`src/rtl/hazard_controller_if.sv`:
```
// Pipeline-to-hazard-controller bundle: register addresses and control bits in,
// stall/flush/forward controls and performance counters out.
interface hazard_controller_if #(
    parameter int CNT_W = 32
);
    logic [4:0]       rs1D;
    logic [4:0]       rs2D;
    logic [4:0]       rs1E;
    logic [4:0]       rs2E;
    logic [4:0]       rdE;
    logic [4:0]       rdM;
    logic [4:0]       rdW;
    logic             memReadE;
    logic             regWriteM;
    logic             regWriteW;
    logic             pcSrcE;
    logic             dmemReq;
    logic             dmemReady;
    logic [1:0]       forwardAE;
    logic [1:0]       forwardBE;
    logic             stallF;
    logic             stallD;
    logic             stallE;
    logic             stallM;
    logic             flushD;
    logic             flushE;
    logic             flushW;
    logic             halted;
    logic [CNT_W-1:0] stallCnt;
    logic [CNT_W-1:0] flushCnt;

    // datapath side
    modport master (
        output rs1D, rs2D, rs1E, rs2E, rdE, rdM, rdW,
        output memReadE, regWriteM, regWriteW, pcSrcE, dmemReq, dmemReady,
        input  forwardAE, forwardBE, stallF, stallD, stallE, stallM,
        input  flushD, flushE, flushW, halted, stallCnt, flushCnt
    );

    // controller side
    modport slave (
        input  rs1D, rs2D, rs1E, rs2E, rdE, rdM, rdW,
        input  memReadE, regWriteM, regWriteW, pcSrcE, dmemReq, dmemReady,
        output forwardAE, forwardBE, stallF, stallD, stallE, stallM,
        output flushD, flushE, flushW, halted, stallCnt, flushCnt
    );
endinterface

```
`src/rtl/hazard_controller.sv`:
```
// Hazard controller for the 5-stage RV32I pipeline: forwarding, load-use stalls,
// EX redirects, data-memory wait states with a timeout watchdog, perf counters.
module hazard_controller #(
    parameter int MEM_TIMEOUT = 255,
    parameter int CNT_W       = 32
) (
    input logic                clk,
    input logic                rst,
    hazard_controller_if.slave hz
);
    localparam int WAIT_W = (MEM_TIMEOUT > 1) ? $clog2(MEM_TIMEOUT) : 1;
    localparam logic [WAIT_W-1:0] WAIT_LAST = WAIT_W'(MEM_TIMEOUT - 1);

    typedef enum logic [1:0] {
        RUN      = 2'd0,
        MEM_WAIT = 2'd1,
        HALT     = 2'd2
    } state_t;

    state_t            state_reg, state_next;
    logic [WAIT_W-1:0] wait_cnt_reg, wait_cnt_next;
    logic [CNT_W-1:0]  stall_cnt_reg, stall_cnt_next;
    logic [CNT_W-1:0]  flush_cnt_reg, flush_cnt_next;

    logic mem_stall;
    logic load_use;
    logic redirect;
    logic stall_f, stall_d, stall_e, stall_m;
    logic flush_d, flush_e, flush_w;

    // Operand forwarding: MEM result wins over WB, x0 is never forwarded.
    logic [4:0] rs_e   [2];
    logic [1:0] fwd_sel[2];

    assign rs_e[0] = hz.rs1E;
    assign rs_e[1] = hz.rs2E;

    genvar gi;
    generate
        for (gi = 0; gi < 2; gi++) begin : g_fwd
            assign fwd_sel[gi] =
                !rst                                                        ? 2'b00 :
                (hz.regWriteM && (hz.rdM != 5'd0) && (hz.rdM == rs_e[gi])) ? 2'b10 :
                (hz.regWriteW && (hz.rdW != 5'd0) && (hz.rdW == rs_e[gi])) ? 2'b01 :
                                                                              2'b00;
        end
    endgenerate

    assign hz.forwardAE = fwd_sel[0];
    assign hz.forwardBE = fwd_sel[1];

    assign mem_stall = hz.dmemReq && !hz.dmemReady;
    assign load_use  = hz.memReadE && (hz.rdE != 5'd0) &&
                       ((hz.rdE == hz.rs1D) || (hz.rdE == hz.rs2D));

    always_ff @(posedge clk) begin
        if (!rst) begin
            state_reg     <= RUN;
            wait_cnt_reg  <= '0;
            stall_cnt_reg <= '0;
            flush_cnt_reg <= '0;
        end else begin
            state_reg     <= state_next;
            wait_cnt_reg  <= wait_cnt_next;
            stall_cnt_reg <= stall_cnt_next;
            flush_cnt_reg <= flush_cnt_next;
        end
    end

    always_comb begin
        state_next    = state_reg;
        wait_cnt_next = wait_cnt_reg;
        redirect      = 1'b0;
        stall_f       = 1'b0;
        stall_d       = 1'b0;
        stall_e       = 1'b0;
        stall_m       = 1'b0;
        flush_d       = 1'b0;
        flush_e       = 1'b0;
        flush_w       = 1'b0;

        unique case (state_reg)
            RUN, MEM_WAIT: begin
                if (mem_stall) begin
                    stall_f = 1'b1;
                    stall_d = 1'b1;
                    stall_e = 1'b1;
                    stall_m = 1'b1;
                    flush_w = 1'b1;
                    // The entry cycle in RUN is not counted; MEM_WAIT cycles are.
                    if (state_reg == RUN) begin
                        state_next    = MEM_WAIT;
                        wait_cnt_next = '0;
                    end else if (wait_cnt_reg >= WAIT_LAST) begin
                        state_next = HALT;
                    end else begin
                        wait_cnt_next = wait_cnt_reg + 1'b1;
                    end
                end else begin
                    state_next    = RUN;
                    wait_cnt_next = '0;
                    if (hz.pcSrcE) begin
                        // Wrong-path ID instruction makes any load-use moot.
                        redirect = 1'b1;
                        flush_d  = 1'b1;
                        flush_e  = 1'b1;
                    end else if (load_use) begin
                        stall_f = 1'b1;
                        stall_d = 1'b1;
                        flush_e = 1'b1;
                    end
                end
            end
            HALT: begin
                stall_f = 1'b1;
                stall_d = 1'b1;
                stall_e = 1'b1;
                stall_m = 1'b1;
                flush_w = 1'b1;
            end
            default: begin
                state_next = HALT;
            end
        endcase

        if (!rst) begin
            redirect = 1'b0;
            stall_f  = 1'b0;
            stall_d  = 1'b0;
            stall_e  = 1'b0;
            stall_m  = 1'b0;
            flush_d  = 1'b0;
            flush_e  = 1'b0;
            flush_w  = 1'b0;
        end
    end

    // Saturating performance counters.
    always_comb begin
        stall_cnt_next = stall_cnt_reg;
        flush_cnt_next = flush_cnt_reg;
        if (stall_f && (stall_cnt_reg != {CNT_W{1'b1}}))
            stall_cnt_next = stall_cnt_reg + 1'b1;
        if (redirect && (flush_cnt_reg != {CNT_W{1'b1}}))
            flush_cnt_next = flush_cnt_reg + 1'b1;
    end

    assign hz.stallF   = stall_f;
    assign hz.stallD   = stall_d;
    assign hz.stallE   = stall_e;
    assign hz.stallM   = stall_m;
    assign hz.flushD   = flush_d;
    assign hz.flushE   = flush_e;
    assign hz.flushW   = flush_w;
    assign hz.halted   = (state_reg == HALT);
    assign hz.stallCnt = stall_cnt_reg;
    assign hz.flushCnt = flush_cnt_reg;
endmodule

```
`src/flat_wrapper.sv`:
```
// flat-port wrapper written by rule: the top's interface ports become plain ports
module hazard_controller_flat 
#(
    parameter int MEM_TIMEOUT = 255,
    parameter int CNT_W       = 32
)
  (clk, rst, hz_rs1D, hz_rs2D, hz_rs1E, hz_rs2E, hz_rdE, hz_rdM, hz_rdW, hz_memReadE, hz_regWriteM, hz_regWriteW, hz_pcSrcE, hz_dmemReq, hz_dmemReady, hz_forwardAE, hz_forwardBE, hz_stallF, hz_stallD, hz_stallE, hz_stallM, hz_flushD, hz_flushE, hz_flushW, hz_halted, hz_stallCnt, hz_flushCnt);
  hazard_controller_if #(.CNT_W(CNT_W)) hz_i ();
  input logic clk;
  input logic rst;
  input wire logic [$bits(hz_i.rs1D)-1:0] hz_rs1D;
  input wire logic [$bits(hz_i.rs2D)-1:0] hz_rs2D;
  input wire logic [$bits(hz_i.rs1E)-1:0] hz_rs1E;
  input wire logic [$bits(hz_i.rs2E)-1:0] hz_rs2E;
  input wire logic [$bits(hz_i.rdE)-1:0] hz_rdE;
  input wire logic [$bits(hz_i.rdM)-1:0] hz_rdM;
  input wire logic [$bits(hz_i.rdW)-1:0] hz_rdW;
  input wire logic [$bits(hz_i.memReadE)-1:0] hz_memReadE;
  input wire logic [$bits(hz_i.regWriteM)-1:0] hz_regWriteM;
  input wire logic [$bits(hz_i.regWriteW)-1:0] hz_regWriteW;
  input wire logic [$bits(hz_i.pcSrcE)-1:0] hz_pcSrcE;
  input wire logic [$bits(hz_i.dmemReq)-1:0] hz_dmemReq;
  input wire logic [$bits(hz_i.dmemReady)-1:0] hz_dmemReady;
  output wire logic [$bits(hz_i.forwardAE)-1:0] hz_forwardAE;
  output wire logic [$bits(hz_i.forwardBE)-1:0] hz_forwardBE;
  output wire logic [$bits(hz_i.stallF)-1:0] hz_stallF;
  output wire logic [$bits(hz_i.stallD)-1:0] hz_stallD;
  output wire logic [$bits(hz_i.stallE)-1:0] hz_stallE;
  output wire logic [$bits(hz_i.stallM)-1:0] hz_stallM;
  output wire logic [$bits(hz_i.flushD)-1:0] hz_flushD;
  output wire logic [$bits(hz_i.flushE)-1:0] hz_flushE;
  output wire logic [$bits(hz_i.flushW)-1:0] hz_flushW;
  output wire logic [$bits(hz_i.halted)-1:0] hz_halted;
  output wire logic [$bits(hz_i.stallCnt)-1:0] hz_stallCnt;
  output wire logic [$bits(hz_i.flushCnt)-1:0] hz_flushCnt;
  assign hz_i.rs1D = hz_rs1D;
  assign hz_i.rs2D = hz_rs2D;
  assign hz_i.rs1E = hz_rs1E;
  assign hz_i.rs2E = hz_rs2E;
  assign hz_i.rdE = hz_rdE;
  assign hz_i.rdM = hz_rdM;
  assign hz_i.rdW = hz_rdW;
  assign hz_i.memReadE = hz_memReadE;
  assign hz_i.regWriteM = hz_regWriteM;
  assign hz_i.regWriteW = hz_regWriteW;
  assign hz_i.pcSrcE = hz_pcSrcE;
  assign hz_i.dmemReq = hz_dmemReq;
  assign hz_i.dmemReady = hz_dmemReady;
  assign hz_forwardAE = hz_i.forwardAE;
  assign hz_forwardBE = hz_i.forwardBE;
  assign hz_stallF = hz_i.stallF;
  assign hz_stallD = hz_i.stallD;
  assign hz_stallE = hz_i.stallE;
  assign hz_stallM = hz_i.stallM;
  assign hz_flushD = hz_i.flushD;
  assign hz_flushE = hz_i.flushE;
  assign hz_flushW = hz_i.flushW;
  assign hz_halted = hz_i.halted;
  assign hz_stallCnt = hz_i.stallCnt;
  assign hz_flushCnt = hz_i.flushCnt;
  hazard_controller #(.MEM_TIMEOUT(MEM_TIMEOUT), .CNT_W(CNT_W)) u_core (.clk(clk), .rst(rst), .hz(hz_i));
endmodule
```
`config.mk`:
```
export PLATFORM = sky130hd
export DESIGN_NAME = hazard_controller_flat
export DESIGN_NICKNAME = d
export VERILOG_FILES = /design/src/rtl/hazard_controller_if.sv /design/src/rtl/hazard_controller.sv /design/src/flat_wrapper.sv
export SDC_FILE = /design/constraint.sdc
export NUM_CORES = 1
export LEC_CHECK = 0
export BUFFER_PORTS_ARGS = -buffer_cell sky130_fd_sc_hd__buf_2
export CORE_MARGIN = 3
export CORE_UTILIZATION = 50
export CTS_CLUSTER_SIZE = 14
export DETAILED_ROUTE_END_ITERATION = 12
export PLACE_DENSITY = 0.88
export SYNTH_ARGS = -nofsm -noshare
export SYNTH_HDL_FRONTEND = slang
export SYNTH_SLANG_ARGS = --single-unit
```
`constraint.sdc`:
```
create_clock -name clk -period 6.94 [get_ports clk]
set_input_delay 2.082 -clock clk [delete_from_list [all_inputs] [get_ports clk]]
set_output_delay 2.082 -clock clk [all_outputs]
set_load 0.01 [all_outputs]
```
Yosys cells after proc, flatten, opt, wreduce, memory -nomap -nowiden
Index checks and enable logic that the tools add are counted.
{"block": "classes", "n_addsub": 3, "order_cmp": 1, "n_eq_ne": 12, "muxes": 29, "n_bitwise": 1, "n_reduce_logical": 20}
{"op": "adder 32 x 1 -> 32 bit (second input constant)", "count": 2}
{"op": "!= test 32 bit (second input constant)", "count": 2}
{"op": "equality test 5 bit", "count": 6}
{"op": "2-to-1 mux 8 bit", "count": 3}
{"op": "2-to-1 mux 1 bit", "count": 16}
{"op": "nonzero test 5 bit", "count": 3}
{"op": "2-to-1 mux 2 bit", "count": 7}
{"op": "logical AND 1 bit", "count": 11}
{"op": "adder 8 x 1 -> 8 bit (second input constant)", "count": 1}
{"op": "greater-or-equal comparator 8 bit (second input constant)", "count": 1}
{"op": "!= test 4 bit (second input constant)", "count": 1}
{"op": "one-hot mux 1 bit (2 select lines)", "count": 2}
{"op": "one-hot mux 2 bit (2 select lines)", "count": 1}
{"op": "AND reduction 2 bit", "count": 2}
{"op": "!= test 3 bit (second input constant)", "count": 1}
{"op": "equality test 2 x 1 -> 1 bit (second input constant)", "count": 1}
{"op": "equality test 2 bit (second input constant)", "count": 1}
{"op": "logical NOT 2 bit", "count": 1}
{"op": "OR reduction 2 bit", "count": 1}
{"op": "logical NOT 1 bit", "count": 1}
{"op": "logical OR 1 bit", "count": 1}
{"op": "NOT 1 bit", "count": 1}
{"block": "totals", "regBits": 74, "input_bits": 43, "out_inout_bits": 76, "wordCells": 70}

Logic depth before layout (Yosys ltp)
Gate-level depths: netlist of run 1.
{"block": "depth", "depth_word": 9, "mapped_depth": 8, "depth_no_buf": 8}

Least setup slack after synthesis of run 1
No wires, ideal clock.
{"block": "synth_path", "path_kind": "input to output", "startpoint": "input hz_rdE[0]", "endpoint": "output hz_stallF", "t_arrival_ns": 3.352, "t_required_ns": 4.858, "path_slack_ns": 1.506, "cell_stages": 6, "path_buffers": 2, "cell_sequence": "or4_1 > o21a_1 > a31oi_4 > buf_6 > inv_2 > buf_4"}
{"block": "synth_via", "elab_chain_cells": 8, "word_cells_on_any_way": 11, "cone_classes": "eq/ne (2); mux (5); reduce/logical (4)"}
{"item": "start, declared", "line_no": "flat_wrapper.sv:15", "source": "input wire logic [$bits(hz_i.rdE)-1:0] hz_rdE;"}
{"item": "equality test 5 bit or nonzero test 5 bit (tied branches)", "line_no": "hazard_controller.sv:54, hazard_controller.sv:53"}
{"item": "logical OR 1 bit or logical AND 1 bit (tied branches)", "line_no": "hazard_controller.sv:54, hazard_controller.sv:53"}
{"item": "logical AND 1 bit *", "line_no": "hazard_controller.sv:53", "source": "assign load_use = hz.memReadE && (hz.rdE != 5'd0) &&"}
{"item": "2-to-1 mux 1 bit * (3 in series)"}
{"item": "one-hot mux 1 bit (2 select lines) *"}
{"item": "2-to-1 mux 1 bit *"}
{"item": "end, declared", "line_no": "flat_wrapper.sv:26", "source": "output wire logic [$bits(hz_i.stallF)-1:0] hz_stallF;"}
Mark *: on every way between the ends. The rest lies on a longest branch, timed or not.

Worst setup path after layout of run 1
{"block": "layout_path", "startpoint": "input hz_rdM[0]", "endpoint": "output hz_forwardBE[0]"}
{"block": "layout_via", "elab_chain_cells": 5, "word_cells_on_any_way": 6, "cone_classes": "eq/ne (1); mux (2); reduce/logical (3)"}
{"item": "start, declared", "line_no": "flat_wrapper.sv:16", "source": "input wire logic [$bits(hz_i.rdM)-1:0] hz_rdM;"}
{"item": "nonzero test 5 bit", "line_no": "hazard_controller.sv:43", "source": "(hz.regWriteM && (hz.rdM != 5'd0) && (hz.rdM == rs_e[gi])) ? 2'b10 :"}
{"item": "logical AND 1 bit", "line_no": "hazard_controller.sv:43"}
{"item": "logical AND 1 bit *", "line_no": "hazard_controller.sv:43"}
{"item": "2-to-1 mux 2 bit *", "line_no": "hazard_controller.sv:43"}
{"item": "2-to-1 mux 2 bit *", "line_no": "hazard_controller.sv:42", "source": "!rst ? 2'b00 :"}
{"item": "end, declared", "line_no": "flat_wrapper.sv:25", "source": "output wire logic [$bits(hz_i.forwardBE)-1:0] hz_forwardBE;"}
Marks and branches as above.

==> impl_metrics.yaml, run 1 <==
run_status:
  status: "completed"
detailed_routing:
  post-route-drc-count: 0
  first_pass_iters: 4
  drt_wl_total_um: 10500
  wl_per_cell_um: 14.6
  num_vias: 4130
  dr.first_iter.drc_count: 161
  avgViaCountPerCell: 5.77
  ant_nets: 0
setup_path:
  r2r_slack_ns: 4.20
  startpoint_type: "input port"
  cp-end-kind: "primary output"
  r2r_cells: 5
  regToRegEndpoint: "u_core.hz.stallCnt[9]"
  cp.required_ns: 4.86
  critical_path_arrival_ns: 3.51
  setup.worst_path.class: "in -> out"
  timing.rr.start: "u_core.hz.stallCnt[4]"
  path_max_fanout: 3
pwr:
  pwr-share-comb: 0.084
  p_switching_uw: 192
  swShare: 0.244
  p_leak_nw: 1.98
  p_int_uw: 592
  power.density_nw_per_um2: 158
  p_clk_frac: 0.370
  ir_drop_v: 0.000120
  total_power_uw: 784
  power_frac_seq: 0.546
grt:
  grt_pass1_wl_um: 17400
  overflow: 0
  antenna_found_initial: 0
  grt.total_usage: 0.213
  grt_pass1_vias: 3824
  grt_max_degree: 51
sta:
  tns_ns: 0
  period_share: 0.806
  finalMaxSlewViolations: 0
  rsz0062_at_grt: "false"
  slew-limit-headroom: 0.204
  fin_crit_ns: 5.60
  hold_viol: 0
  final-setup-viol-count: 0
  skew_ns: 0.0118
  setup_ws_ns: 1.34
  fmax_mhz: 179
  worst_slew_pin_slew_ns: 1.18
clocking:
  post_cts_buffers: 0
  clock_sinks: 74
  clk_pin_slew_ns: 0.06
  clkLatencyLatePin_ns: 0.33
  cts_made_buffers: 9
  cts_tree: "yes"
  cts-resized-gates: 0
  root_buffer: "clkbuf_8"
  clock_tree.buffer_depth: 2
  htreeDepth: 3
  postCtsHoldBufs: 0
layout:
  drive_gt1_frac: 0.236
  layout_commonest_cell: "buf_2"
  diodes: 0
  synthToLayoutAreaGrowth_pct: 18.8
  layout_common_cells: "buf_2, dfxtp_1, nor2_1"
  finish.net_count: 657
  final_core_util: 0.625
  stdcell_area_um2: 4960
place:
  place.gp.congestion: 0.932
  dp_slack_ns: 1.35
  hpwl_um: 7780
  dpl_cell_area_um2: 4800
  io_buffers: 118
floorplan:
  die_w_um: 97.4
  initial_core_util: 0.527
  rows: 32
  dieArea_um2: 9480
  core_area_um2: 7930
  die_h_um: 97.4
  ios: 119
logic_synthesis:
  syn_area_um2: 4180
  netlist_instances: 499
  async_flop_share: 0
  synth_edf_count: 0
  syn_nets: 546
  ys_warn_count: 0
  avgSynthCellArea_um2: 8.37
  yosys_register_bits: 74
  yosysSeqAreaShare: 0.355
  ys_types: 53
  synth-main-ff-cell: "dfxtp_1"
hold_path:
  hold_end: "u_core.wait_cnt_reg[7]"
  hold_path.class: "reg -> reg"
  whs_path_depth: 1
  hold_start: "u_core.wait_cnt_reg[7]"
job:
  cap_violations: 0
cells by family after synthesis:
family	share of synthesized area
buf+inv	0.0378
mux	0.0384
flops	0.355
simple gates	0.315
fa+ha+maj	0.0120
compound gates	0.118
xor+xnor	0.124
routing by layer:
metal  wire, um  vias up  GRT usage
met2       5040      169      0.369
met3        830       16     0.0574
met4        119        0     0.0479
li1           -     2041          -
met5          0        -          0
met1       4460     1904      0.264
power groups by stage:
stage	sequential, mW	combinational [mW]	clock (mW)
floorplan	0.438	0.0378	0
global placement	0.438	0.0627	0
detailed placement	0.438	0.0655	0
CTS	0.428	0.0657	0.296
global route	0.428	0.0723	0.317
finish	0.428	0.0658	0.290
cells in the mapped netlist, types with 12 or more instances:
| cell type | instances | area share |
|---|---|---|
| a21oi_1 | 22 | 0.026 |
| and3_1 | 12 | 0.018 |
| dfxtp_1 | 74 | 0.35 |
| mux2i_1 | 16 | 0.038 |
| nand2_1 | 42 | 0.038 |
| nand3_1 | 30 | 0.036 |
| nand4_1 | 27 | 0.040 |
| nor2_1 | 46 | 0.041 |
| nor4_1 | 13 | 0.019 |
| o21ai_0 | 19 | 0.023 |
| or3_1 | 13 | 0.019 |
| xnor2_1 | 28 | 0.059 |
| xor2_1 | 31 | 0.065 |
how the worst max path moves through the flow:
| stage | start | endpoint | slack (ns) | depth (start not counted) |
|---|---|---|---|---|
| 6_report | hz_rdM[0] | hz_forwardBE[0] | 1.34 | 6 |
| 3_3_place_gp | hz_rdM[0] | hz_forwardBE[0] | 1.40 | 6 |
| 3_5_place_dp | hz_rdM[0] | hz_forwardBE[0] | 1.35 | 6 |
| 2_1_floorplan | hz_rdE[0] | hz_stallF | 1.51 | 6 |
| 5_1_grt | hz_rdM[0] | hz_forwardBE[0] | 1.12 | 6 |
| 4_1_cts | hz_rdM[0] | hz_forwardBE[0] | 1.34 | 6 |
through the flow:
stage | hold WS, ns | cells
final | 0.493 | 716
after global routing | 0.513 | 716
after CTS | 0.480 | 716
after detailed placement | 0.469 | 701
after global placement | 0.459 | 701
after floorplan | 0.434 | 499
critical path: stages:
cell and delay (ns):
buf_2 0.12, or4_1 0.51, o21ai_0 0.23, nor4_1 0.11, nor4_1 0.28, buf_2 0.18
final cells by class:
cell class | instances | area (um^2)
clock buffers | 13 | 149
fillers | 706 | 2970
repair buffers | 121 | 613
clock inverters | 2 | 13.8
well taps | 102 | 128
multi-input cells | 394 | 2540
inverters | 10 | 37.5
flip-flops and latches | 74 | 1480
No activity file was read; power rests on OpenSTA's default activity.
==> inputs of run 2 (changes only) <==
clock period = 5.4 ns   (was 6.94 ns; I/O delays follow)
==> impl_metrics.yaml, run 2 (synthesized netlist as in run 1, its figures left out) <==
clocking:
  post_cts_buffers: 0
  clkLatencyLatePin_ns: 0.34
  postCtsHoldBufs: 0
  cts_tree: "yes"
  cts-resized-gates: 0
  htreeDepth: 3
  root_buffer: "clkbuf_8"
  cts_made_buffers: 9
  clk_pin_slew_ns: 0.07
  clock_sinks: 74
  clock_tree.buffer_depth: 2
sta:
  skew_ns: 0.0130
  fin_crit_ns: 4.65
  worst_slew_pin_slew_ns: 0.780
  setup_ws_ns: 0.755
  hold_viol: 0
  hold_ws_ns: 0.480
  slew-limit-headroom: 0.477
  tns_ns: 0
  period_share: 0.860
  finalMaxSlewViolations: 0
  rsz0062_at_grt: "false"
  fmax_mhz: 215
  final-setup-viol-count: 0
detailed_routing:
  dr.first_iter.drc_count: 162
  wl_per_cell_um: 14.4
  avgViaCountPerCell: 5.75
  post-route-drc-count: 0
  drt_wl_total_um: 10300
  num_vias: 4124
  first_pass_iters: 5
  ant_nets: 0
floorplan:
  dieArea_um2: 9480
  die_h_um: 97.4
  core_area_um2: 7930
  die_w_um: 97.4
  initial_core_util: 0.527
  rows: 32
  ios: 119
layout:
  stdcell_area_um2: 5010
  finalNonFillerCells: 717
  synthToLayoutAreaGrowth_pct: 19.9
  diodes: 0
  final_core_util: 0.631
  finish.net_count: 658
  layout_common_cells: "buf_2, dfxtp_1, nor2_1"
  nFillCells: 697
  layout_commonest_cell: "buf_2"
  drive_gt1_frac: 0.242
run_status:
  status: "completed"
pwr:
  power.density_nw_per_um2: 213
  p_leak_nw: 2.01
  total_power_mw: 1.07
  ir_drop_v: 0.000166
grt:
  overflow: 0
  grt_pass1_vias: 3799
  grt_pass1_wl_um: 17400
  grt.total_usage: 0.215
  antenna_found_initial: 0
  grt_max_degree: 51
setup_path:
  cp.required_ns: 3.78
  cp-end-kind: "primary output"
  setup.worst_path.class: "in -> out"
  path_max_fanout: 3
  startpoint_type: "input port"
  critical_path_arrival_ns: 3.03
job:
  cap_violations: 0
place:
  numPlacedInstances: 702
  hpwl_um: 7690
  io_buffers: 118
  dp_slack_ns: 0.757
  place.gp.congestion: 0.932
  dpl_cell_area_um2: 4800
hold_path:
  hold_path.class: "reg -> reg"
## run 2: cell count changes in the layout (fill, tap and decap cells not counted), sizes merged
| cell | previous run | this run |
|---|---|---|
| buf | 121 | 122 |
| bufinv | 0 | 1 |
| clkbuf | 13 | 11 |
| clkinvlp | 0 | 1 |
## run 2: path summary, 6_finish.rpt
| kind | start | slack, ns | to | cells after the start |
|---|---|---|---|---|
| worst max-delay path | hz_rdM[0] | 0.75 | hz_forwardAE[0] | 6 |
| worst min-delay path | u_core.wait_cnt_reg[7] | 0.48 | u_core.wait_cnt_reg[7] | 1 |
| worst max register to register | u_core.hz.stallCnt[0] | 2.97 | u_core.hz.stallCnt[9] | 6 |
| worst min register to register | u_core.wait_cnt_reg[7] | 0.48 | u_core.wait_cnt_reg[7] | 1 |
## run 2: critical path: stages
cell	delay [ns]
buf_2	0.12
or4_1	0.51
o21ai_0	0.22
nor4_1	0.11
nor4_1	0.27
buf_2	0.18
## run 2: cell type report
class | instances | area [um^2] | area share
multi-input combinational | 394 | 2540 | 0.507
timing repair buffer | 122 | 621 | 0.124
tap | 102 | 128 | 0.0255
clock buffer | 11 | 151 | 0.0302
inverter | 10 | 37.5 | 0.00750
sequential | 74 | 1480 | 0.296
clock inverter | 4 | 51.3 | 0.0102
## run 2: power breakdown
group,leakage [nW],switching [mW],internal (mW),total (mW)
logic,1.31,0.0476,0.0356,0.0832
registers,0.596,0.00290,0.547,0.550
clock network,0.101,0.196,0.236,0.432
## run 2: layer usage
layer	wire length, um	track usage	part of all wire	up-vias
li1	-	-	-	2037
met1	4340	0.268	0.42	1908
met2	5020	0.371	0.49	170
met3	870	0.0639	0.084	9
met4	88	0.0373	0.0085	0
met5	0	0	0	-
==> inputs of run 3 (changes only) <==
CORE_ASPECT_RATIO = 2   (was not set)
==> impl_metrics.yaml, run 3 (synthesized netlist as in run 1, its figures left out) <==
pwr:
  p_leak_nw: 2.05
  power.density_nw_per_um2: 244
  ir_drop_v: 0.000138
setup_path:
  cp.required_ns: 3.78
  setup.worst_path.class: "in -> out"
  critical_path_arrival_ns: 3.06
  startpoint_type: "input port"
  cp-end-kind: "primary output"
  path_max_fanout: 3
  r2r_slack_ns: 2.67
grt:
  grt_max_degree: 51
  grt.total_usage: 0.240
  overflow: 0
  use_met1: 0.235
  busiest_layer: "met2"
  grt_pass1_wl_um: 18700
  use_met2: 0.449
  grt_pass1_vias: 4195
  use_met3: 0.0527
  antenna_found_initial: 0
floorplan:
  core_area_um2: 8000
  die_h_um: 135
  dieArea_um2: 9550
  initial_core_util: 0.522
  rows: 46
  die_w_um: 70.6
  ios: 119
detailed_routing:
  post-route-drc-count: 0
  first_pass_iters: 4
  drt_wl_total_um: 11200
  wl_per_cell_um: 15.7
  avgViaCountPerCell: 5.88
  num_vias: 4179
  dr.first_iter.drc_count: 253
  ant_nets: 0
place:
  io_buffers: 118
  place.gp.congestion: 0.863
  numPlacedInstances: 695
  hpwl_um: 8550
layout:
  diodes: 0
  finalNonFillerCells: 711
  drive_gt1_frac: 0.241
  synthToLayoutAreaGrowth_pct: 22.0
  layout_common_cells: "buf_2, dfxtp_1, nor2_1"
  finish.net_count: 657
  layout_commonest_cell: "buf_2"
clocking:
  clock_sinks: 74
  cts_made_buffers: 9
  clock_tree.buffer_depth: 2
  clkLatencyLatePin_ns: 0.33
  htreeDepth: 3
  postCtsHoldBufs: 0
  post_cts_buffers: 0
  cts_tree: "yes"
  cts-resized-gates: 0
  clk_pin_slew_ns: 0.05
  root_buffer: "clkbuf_16"
sta:
  hold_viol: 0
  period_share: 0.868
  finalMaxSlewViolations: 0
  fin_crit_ns: 4.68
  worst_slew_pin_slew_ns: 1.14
  fmax_mhz: 213
  skew_ns: 0.00770
  final-setup-viol-count: 0
  slew-limit-headroom: 0.232
  tns_ns: 0
  rsz0062_at_grt: "false"
hold_path:
  hold_path.class: "reg -> reg"
run_status:
  status: "completed"
job:
  cap_violations: 0
## run 3: routing by layer
metal	share of wire	up-vias
li1	-	2032
met1	0.35	1973
met2	0.55	132
met3	0.054	42
met4	0.047	0
met5	0	-
## run 3: cell type report
cell class	instances	area [um^2]
timing repair buffer	121	613
clock buffer	12	256
sequential	74	1480
multi-input combinational	394	2540
inverter	10	37.5
fill	690	2910
tap	96	120
clock inverter	4	50.0
## run 3: worst paths after layout
path / startpoint / end / cells past startpoint
worst min-delay path: u_core.hz.flushCnt[16] / u_core.hz.flushCnt[16] / 1
worst max-delay path: hz_rdM[0] / hz_forwardBE[0] / 6
worst min register to register: u_core.hz.flushCnt[16] / u_core.hz.flushCnt[16] / 1
worst max register to register: u_core.hz.stallCnt[3] / u_core.hz.stallCnt[9] / 5
## run 3: report_power, final
part	internal [mW]	switching, mW	leakage, nW
Sequential	0.548	0.00245	0.596
Combinational	0.0357	0.0494	1.30
Clock	0.382	0.224	0.145
## run 3: per-stage QoR
| step | power, mW | utilization | hold slack [ns] | instance area [um^2] | setup slack (ns) |
|---|---|---|---|---|---|
| floorplan | 0.611 | - | 0.434 | 4180 | 0.890 |
| global placement | 0.644 | 0.599 | 0.462 | 4790 | 0.792 |
| detailed placement | 0.648 | 0.599 | 0.486 | 4790 | 0.717 |
| CTS | 1.26 | 0.637 | 0.499 | 5090 | 0.714 |
| global route | 1.28 | 0.637 | 0.526 | 5090 | 0.567 |
| finish | 1.24 | 0.637 | 0.493 | 5090 | 0.715 |
## run 3: worst max-delay path, stage by stage
cell and delay [ns]:
buf_2 0.12, or4_1 0.51, o21ai_0 0.25, nor4_1 0.12, nor4_1 0.28, buf_2 0.18
